## src/rtl/t03_nes_poll_controller.sv

```systemverilog
// t03_nes_poll_controller
// Autonomous NES pad poll engine. A free-running prescaler defines a tick grid.
// Each poll drives the shared latch/pulse strobes on that grid and samples both
// pad serial lines into private shift registers. It then commits the two
// button words to the consumer through a valid/ack handshake with a sticky
// overrun flag.
// Optional feature: define T03_NES_EDGE_EN to add per-commit rising-edge
// press flags (pressed_a/pressed_b). Without it those ports are tied to zero.
module t03_nes_poll_controller #(
    parameter int CLK_DIV     = 8,
    parameter int LATCH_TICKS = 3,
    parameter int PULSE_HI    = 1,
    parameter int PULSE_LO    = 1,
    parameter int POLL_PERIOD = 1000,
    parameter int NBITS       = 8
) (
    input  logic             clk,
    input  logic             rst,
    input  logic             enable,
    input  logic             poll_now,
    input  logic             ser_a,
    input  logic             ser_b,
    output logic             latch,
    output logic             pulse,
    output logic             busy,
    output logic [NBITS-1:0] buttons_a,
    output logic [NBITS-1:0] buttons_b,
    output logic             data_valid,
    input  logic             data_ack,
    output logic             overrun,
    output logic [NBITS-1:0] pressed_a,
    output logic [NBITS-1:0] pressed_b
);

    localparam int PRE_W   = (CLK_DIV > 1) ? $clog2(CLK_DIV) : 1;
    localparam int CNT_MAX = (LATCH_TICKS > PULSE_HI)
                             ? ((LATCH_TICKS > PULSE_LO) ? LATCH_TICKS : PULSE_LO)
                             : ((PULSE_HI > PULSE_LO) ? PULSE_HI : PULSE_LO);
    localparam int CNT_W   = (CNT_MAX > 1) ? $clog2(CNT_MAX) : 1;
    localparam int PER_W   = (POLL_PERIOD > 1) ? $clog2(POLL_PERIOD) : 1;
    localparam int BIT_W   = (NBITS > 1) ? $clog2(NBITS) : 1;

    typedef enum logic [2:0] {
        S_IDLE,
        S_LATCH,
        S_PHI,
        S_PLO,
        S_COMMIT
    } state_t;

    state_t             state_q, state_d;
    logic [PRE_W-1:0]   presc_q, presc_d;
    logic [PER_W-1:0]   per_q, per_d;
    logic [CNT_W-1:0]   cnt_q, cnt_d;
    logic [BIT_W-1:0]   bit_q, bit_d;
    logic               pending_q, pending_d;
    logic [NBITS-1:0]   sh_a_q, sh_a_d;
    logic [NBITS-1:0]   sh_b_q, sh_b_d;
    logic               latch_q, latch_d;
    logic               pulse_q, pulse_d;
    logic [NBITS-1:0]   btn_a_q, btn_a_d;
    logic [NBITS-1:0]   btn_b_q, btn_b_d;
    logic               valid_q, valid_d;
    logic               ovr_q, ovr_d;
    logic               tick;
    logic               start;
    logic               commit;

`ifdef T03_NES_EDGE_EN
    logic [NBITS-1:0]   prs_a_q, prs_a_d;
    logic [NBITS-1:0]   prs_b_q, prs_b_d;
`endif

    assign tick = (presc_q == PRE_W'(CLK_DIV - 1));

    // Next-state logic: prescaler, poll scheduling, strobe sequencer, sampling and handshake
    always_comb begin
        state_d   = state_q;
        presc_d   = tick ? '0 : presc_q + 1'b1;
        per_d     = per_q;
        cnt_d     = cnt_q;
        bit_d     = bit_q;
        sh_a_d    = sh_a_q;
        sh_b_d    = sh_b_q;
        latch_d   = latch_q;
        pulse_d   = pulse_q;
        btn_a_d   = btn_a_q;
        btn_b_d   = btn_b_q;
        valid_d   = valid_q;
        ovr_d     = ovr_q;
        commit    = 1'b0;

        // Period counter saturates so a long idle still triggers on the next tick
        if (tick && (per_q != PER_W'(POLL_PERIOD - 1))) begin
            per_d = per_q + 1'b1;
        end

        // A same-cycle poll_now counts as pending so a request on a tick is not delayed
        start     = tick && (state_q == S_IDLE) &&
                    (pending_q || poll_now ||
                     (enable && (per_q == PER_W'(POLL_PERIOD - 1))));
        pending_d = (pending_q | poll_now) & ~start;

        case (state_q)
            S_IDLE: begin
                if (start) begin
                    state_d = S_LATCH;
                    latch_d = 1'b1;
                    cnt_d   = CNT_W'(LATCH_TICKS - 1);
                    per_d   = '0;
                    bit_d   = '0;
                    sh_a_d  = '0;
                    sh_b_d  = '0;
                end
            end
            S_LATCH: begin
                if (tick) begin
                    if (cnt_q == '0) begin
                        // Bit 0 is presented by the pad while latch is still high
                        sh_a_d[0] = ~ser_a;
                        sh_b_d[0] = ~ser_b;
                        bit_d     = '0;
                        state_d   = S_PHI;
                        latch_d   = 1'b0;
                        pulse_d   = 1'b1;
                        cnt_d     = CNT_W'(PULSE_HI - 1);
                    end else begin
                        cnt_d = cnt_q - 1'b1;
                    end
                end
            end
            S_PHI: begin
                if (tick) begin
                    if (cnt_q == '0) begin
                        state_d = S_PLO;
                        pulse_d = 1'b0;
                        cnt_d   = CNT_W'(PULSE_LO - 1);
                    end else begin
                        cnt_d = cnt_q - 1'b1;
                    end
                end
            end
            S_PLO: begin
                if (tick) begin
                    if (cnt_q == '0) begin
                        if (bit_q == BIT_W'(NBITS - 1)) begin
                            // All bits already captured; the final pulse just completes the frame
                            state_d = S_COMMIT;
                            commit  = 1'b1;
                        end else begin
                            bit_d          = bit_q + 1'b1;
                            sh_a_d[bit_d]  = ~ser_a;
                            sh_b_d[bit_d]  = ~ser_b;
                            state_d        = S_PHI;
                            pulse_d        = 1'b1;
                            cnt_d          = CNT_W'(PULSE_HI - 1);
                        end
                    end else begin
                        cnt_d = cnt_q - 1'b1;
                    end
                end
            end
            S_COMMIT: begin
                state_d = S_IDLE;
            end
            default: begin
                state_d = S_IDLE;
                latch_d = 1'b0;
                pulse_d = 1'b0;
            end
        endcase

        // Words are published on the edge entering COMMIT, so they are visible during COMMIT
        if (commit) begin
            btn_a_d = sh_a_d;
            btn_b_d = sh_b_d;
            valid_d = 1'b1;
            // An ack landing with the commit consumed the old word, so no overrun is recorded
            ovr_d   = (valid_q && data_ack) ? 1'b0 : (ovr_q | valid_q);
        end else if (data_ack && valid_q) begin
            valid_d = 1'b0;
            ovr_d   = 1'b0;
        end
    end

`ifdef T03_NES_EDGE_EN
    // Press flags compare the incoming word with the word it replaces
    always_comb begin
        prs_a_d = prs_a_q;
        prs_b_d = prs_b_q;
        if (commit) begin
            prs_a_d = sh_a_d & ~btn_a_q;
            prs_b_d = sh_b_d & ~btn_b_q;
        end
    end
`endif

    // State registers with synchronous active-low reset; a mid-poll reset drops strobes and partial data
    always_ff @(posedge clk) begin
        if (!rst) begin
            state_q   <= S_IDLE;
            presc_q   <= '0;
            per_q     <= '0;
            cnt_q     <= '0;
            bit_q     <= '0;
            pending_q <= 1'b0;
            sh_a_q    <= '0;
            sh_b_q    <= '0;
            latch_q   <= 1'b0;
            pulse_q   <= 1'b0;
            btn_a_q   <= '0;
            btn_b_q   <= '0;
            valid_q   <= 1'b0;
            ovr_q     <= 1'b0;
`ifdef T03_NES_EDGE_EN
            prs_a_q   <= '0;
            prs_b_q   <= '0;
`endif
        end else begin
            state_q   <= state_d;
            presc_q   <= presc_d;
            per_q     <= per_d;
            cnt_q     <= cnt_d;
            bit_q     <= bit_d;
            pending_q <= pending_d;
            sh_a_q    <= sh_a_d;
            sh_b_q    <= sh_b_d;
            latch_q   <= latch_d;
            pulse_q   <= pulse_d;
            btn_a_q   <= btn_a_d;
            btn_b_q   <= btn_b_d;
            valid_q   <= valid_d;
            ovr_q     <= ovr_d;
`ifdef T03_NES_EDGE_EN
            prs_a_q   <= prs_a_d;
            prs_b_q   <= prs_b_d;
`endif
        end
    end

    assign latch      = latch_q;
    assign pulse      = pulse_q;
    assign busy       = (state_q != S_IDLE);
    assign buttons_a  = btn_a_q;
    assign buttons_b  = btn_b_q;
    assign data_valid = valid_q;
    assign overrun    = ovr_q;

`ifdef T03_NES_EDGE_EN
    assign pressed_a  = prs_a_q;
    assign pressed_b  = prs_b_q;
`else
    assign pressed_a  = '0;
    assign pressed_b  = '0;
`endif

endmodule
```

## config.mk

```make
export PLATFORM = sky130hd
export DESIGN_NAME = t03_nes_poll_controller
export DESIGN_NICKNAME = d
export VERILOG_FILES = /design/src/rtl/t03_nes_poll_controller.sv
export SDC_FILE = /design/constraint.sdc
export NUM_CORES = 1
export LEC_CHECK = 0
export ABC_CLOCK_PERIOD_IN_PS = 2000
export BUFFER_PORTS_ARGS = -buffer_cell sky130_fd_sc_hd__buf_2
export CAP_MARGIN = 20
export CORE_UTILIZATION = 51
export CTS_CLUSTER_DIAMETER = 30
export DETAILED_ROUTE_END_ITERATION = 6
export HOLD_SLACK_MARGIN = 0.03
export PLACE_DENSITY_LB_ADDON = 0.3
export SLEW_MARGIN = 10
export SYNTH_ARGS = -nofsm -noshare
export SYNTH_HDL_FRONTEND = slang
export SYNTH_SLANG_ARGS = --single-unit
```

## constraint.sdc

```tcl
create_clock -name clk -period 2 [get_ports clk]
set_input_delay 0.4 -clock clk [delete_from_list [all_inputs] [get_ports clk]]
set_output_delay 0.4 -clock clk [all_outputs]
set_load 0.005 [all_outputs]
```

==> impl_metrics.csv <==
group,metric,value,unit
outcome,status,"finished with violations",
outcome,failed_checks,"negative setup slack",
power,clock_power_share,33.4,%
floorplan,row_count,26,
synth,syn-mean-instance-area,8.561,um2
power,netSwitchingFraction,32.15,%
drt,route.detailed.drc,0,
hold_path,hp-start,"data_ack",
power,power_leakage,0.001365,uW
final_layout,most_common_cell_after_layout_fill_and_taps_aside,"sky130_fd_sc_hd__nand2_1",
job,max_cap_violations,0,
drt,route.final.wire_length,6058,um
floorplan,floorplan.core_area,0.005205,mm2
global_route,global_route_wire_length_before_repair,10110,um
hold_path,hp-class,"primary input to flip-flop",
synth,synth.top_cells.by_area,"sky130_fd_sc_hd__dfxtp_1 41%, sky130_fd_sc_hd__nand2_1 7.6%, sky130_fd_sc_hd__a21boi_0 5.3%",
floorplan,die_width,76.43,um
timing,final.period_utilization,103.6,%
worst_setup_path,cp.required,2.22,ns
global_route,via_count_of_the_first_global_routing_pass,2230,
worst_setup_path,timing.critical_path.slowest_cell_delay,0.52,ns
timing,rsz0062_at_grt,"yes",
clocking,clock_tree.buffer_depth,2,
drt,route.vias.total,2419,
synth,ys_seq_elements,58,
clocking,tritoncts.num_buffers,9,
final_layout,layout-drive-gt1-share,28.76,%
timing,maxSlewHeadroom,65.83,%
worst_setup_path,timing.critical_path.fanout_max,3,
power,share_comb_of_total_power,27.5,%
drt,initialDrtViolationCount,131,
clocking,cts.reportedPaths.clkPinSlew,0.06,ns
drt,route.antenna.remaining_nets,0,
hold_path,timing.hold.worst_endpoint,"overrun",
worst_setup_path,r2r-start,"bit_q[0]",
power,power.switching,1013,uW
synth,postSynthCellCount,330,
worst_setup_path,critical_path.endpoint_type,"flip-flop",
final_layout,area.growth.synth_to_final,23.38,%
final_layout,finalNetCount,386,
worst_setup_path,r2r.worst_path.cells,7,
worst_setup_path,cell_by_cell_trace_of_the_critical_path,"ha_4 > ha_4 > or4b_4 > nor4b_4 > a21boi_1 > o21a_1 > o31a_1",
power,worst_ir_drop_vdd,0.6301,mV
floorplan,starting_density,54.28,%
synth,synth_flop_cell,"sky130_fd_sc_hd__dfxtp_1",
floorplan,die-height,76.43,um
placement,pre_cts_ws,-0.1095,ns
synth,mappedNetlistArea,0.002825,mm2
final_layout,number_of_antenna_repair_diodes,0,
worst_setup_path,crit_top_cell,"sky130_fd_sc_hd__ha_4",
placement,detailedPlacementHpwl,4066,um
floorplan,floorplan.io_pins,44,
worst_setup_path,worstPathArrival,2.29,ns
synth,seq_area_frac_synth,41.10,%
power,power.density,904.1,mW/mm2
worst_setup_path,worst_r2r_endpoint,"sh_b_q[0]",
timing,fin_worst_hold_slack,0.3309,ns
clocking,cts_num_sinks,58,
worst_setup_path,regToRegSetupSlack,-0.07,ns
worst_setup_path,worst_setup_path_start_kind,"flip-flop",
final_layout,multi_input_comb_area,0.001674,mm2
final_layout,register_area,0.001166,mm2
final_layout,final_area,0.003486,mm2
global_route,grt_start_max_net_pins,35,
final_layout,nFillCells,432,
hold_path,worst_hold_path_depth,4,
timing,period_minus_slack,2.072,ns
clocking,tritoncts,"yes",
final_layout,final_cell_mix,"56 x sky130_fd_sc_hd__nand2_1, 54 x sky130_fd_sc_hd__dfxtp_1, 28 x sky130_fd_sc_hd__buf_2, 20 x sky130_fd_sc_hd__nor2_1, 20 x sky130_fd_sc_hd__buf_4",
synth,number_of_enable_flip_flop_cells_after_synthesis,0,
placement,place_congestion,0.8919,
timing,final.setup.worst_slack,-0.07168,ns
clocking,h_tree_depth_reported_by_cts,3,
drt,avgRoutedWirePerCell,13.49,um
timing,slew_violations,0,
synth,synth_cell_types,54,
worst_setup_path,path_class,"flip-flop to flip-flop",
synth,synth_top_area_cell,"sky130_fd_sc_hd__dfxtp_1",
clocking,hold_bufs_inserted_after_cts,0,
global_route,grt_antenna_before_repair,0,
timing,setup_skew_after_layout,0.007301,ns
placement,io_buffers,27,
global_route,grt_use_total,21.77,%
clocking,clock-root-buffer,"sky130_fd_sc_hd__clkbuf_8",
power,power.sequential.fraction,39.1,%
timing,clock.fmax,482.7,MHz
power,p_int,2138,uW
synth,yosys_warnings,0,
timing,worst_pin_slew,0.5089,ns
timing,finalHoldViolations,0,
synth,synth-async-reset-ratio,0,%
drt,firstDrtPassIters,4,
timing,setup_violations,7,
synth,synth_largest_type_area_fraction,41.10,%
floorplan,die_area,0.005842,mm2
placement,placed_cell_areas,0.003085,mm2
global_route,globalRouteOverflowTotal,0,
drt,via_per_inst,5.388,
clocking,clock_latency_late_sink,0.33,ns
worst_setup_path,crit_slowest_cell,"sky130_fd_sc_hd__or4b_4",
power by group through the flow:
| stage | clock, uW | combinational, uW | sequential, uW |
|---|---|---|---|
| 2_1_floorplan | 0 | 571 | 1220 |
| 3_3_place_gp | 0 | 737 | 1250 |
| 3_5_place_dp | 0 | 745 | 1250 |
| 4_1_cts | 1080 | 753 | 1230 |
| 5_1_grt | 1140 | 950 | 1240 |
| 6_report | 1050 | 868 | 1230 |
flip-flops by register name, indices dropped and copies added, names as in the netlist, 3 cells and up:
signal / cells
buttons_b: 8
sh_a_q: 8
presc_q: 3
bit_q: 3
per_q: 10
buttons_a: 8
sh_b_q: 8
state_q: 3
final cells by class:
| class | instances | share of cell area, % |
|---|---|---|
| clock buffer | 11 | 4.056 |
| tap | 70 | 2.513 |
| clock inverter | 5 | 1.543 |
| timing repair buffer | 52 | 9.871 |
| multi-input combinational | 248 | 48.03 |
| sequential | 58 | 33.45 |
| inverter | 5 | 0.5384 |
cell usage after synthesis, types with 6 or more instances:
library cell and instances:
sky130_fd_sc_hd__nor2_1 21, sky130_fd_sc_hd__nor3_1 10, sky130_fd_sc_hd__a21oi_1 10, sky130_fd_sc_hd__a21boi_0 20
sky130_fd_sc_hd__nand4_1 7, sky130_fd_sc_hd__o221ai_1 9, sky130_fd_sc_hd__o21ai_0 10, sky130_fd_sc_hd__dfxtp_1 58
sky130_fd_sc_hd__nand3_1 10, sky130_fd_sc_hd__buf_4 16, sky130_fd_sc_hd__nand2_1 57, sky130_fd_sc_hd__clkbuf_1 13
sky130_fd_sc_hd__nand2b_1 6
through the flow:
stage	total power (uW)	setup TNS, ns	utilization (%)	instances
CTS	3058	-0.07323	64.40	448
finish	3152	-0.2005	66.97	449
detailed placement	1995	-0.6656	59.28	429
floorplan	1791	-0.04969	-	345
global placement	1985	-0.1317	59.28	429
global route	3326	-1.018	66.97	449
worst max-delay path: cells and delay by family, from the launching register on:
family,cells,cell delay [ns]
AND/OR/NAND/NOR,2,0.82
adder cells (fa/ha/maj),2,0.31
flip-flops,1,0.34
AO/OA/AOI/OAI,3,0.49
per-layer routing:
| layer | vias to the layer above | wire length (um) | share of wire (%) | global-route usage (%) |
|---|---|---|---|---|
| met3 | 11 | 240 | 4.0 | 7.425 |
| met5 | - | 0 | 0 | 0 |
| met2 | 48 | 3006 | 50 | 35.68 |
| li1 | 1219 | - | - | - |
| met4 | 0 | 81 | 1.3 | 7.692 |
| met1 | 1141 | 2730 | 45 | 26.46 |
cells by family (layout without fill, tap and decap cells):
group	Yosys count	in the layout	synth area share [%]
simple gates	150	150	28.30
compound gates	67	67	17.36
flops	58	58	41.10
buf+inv	39	73	7.706
xor+xnor	8	8	2.480
fa+ha+maj	5	5	2.214
mux	2	2	0.7086
other cells	1	16	0.1327
how the worst max path moves through the flow:
stage | from | endpoint | slack, ns | depth (start not counted)
global route | bit_q[0] | sh_b_q[0] | -0.14 | 7
detailed placement | presc_q[0] | sh_b_q[0] | -0.11 | 7
global placement | bit_q[0] | sh_b_q[0] | -0.06 | 7
floorplan | bit_q[0] | sh_b_q[0] | -0.05 | 7
CTS | bit_q[1] | sh_b_q[3] | -0.02 | 8
finish | bit_q[0] | sh_b_q[0] | -0.07 | 7
repair_timing:
action,CTS,global route
gates resized for setup,11,25
pin swaps,7,21
gates cloned,1,0
setup endpoints to repair,13,21
buffers inserted,2,2
Power figures use the tool's default switching activity.
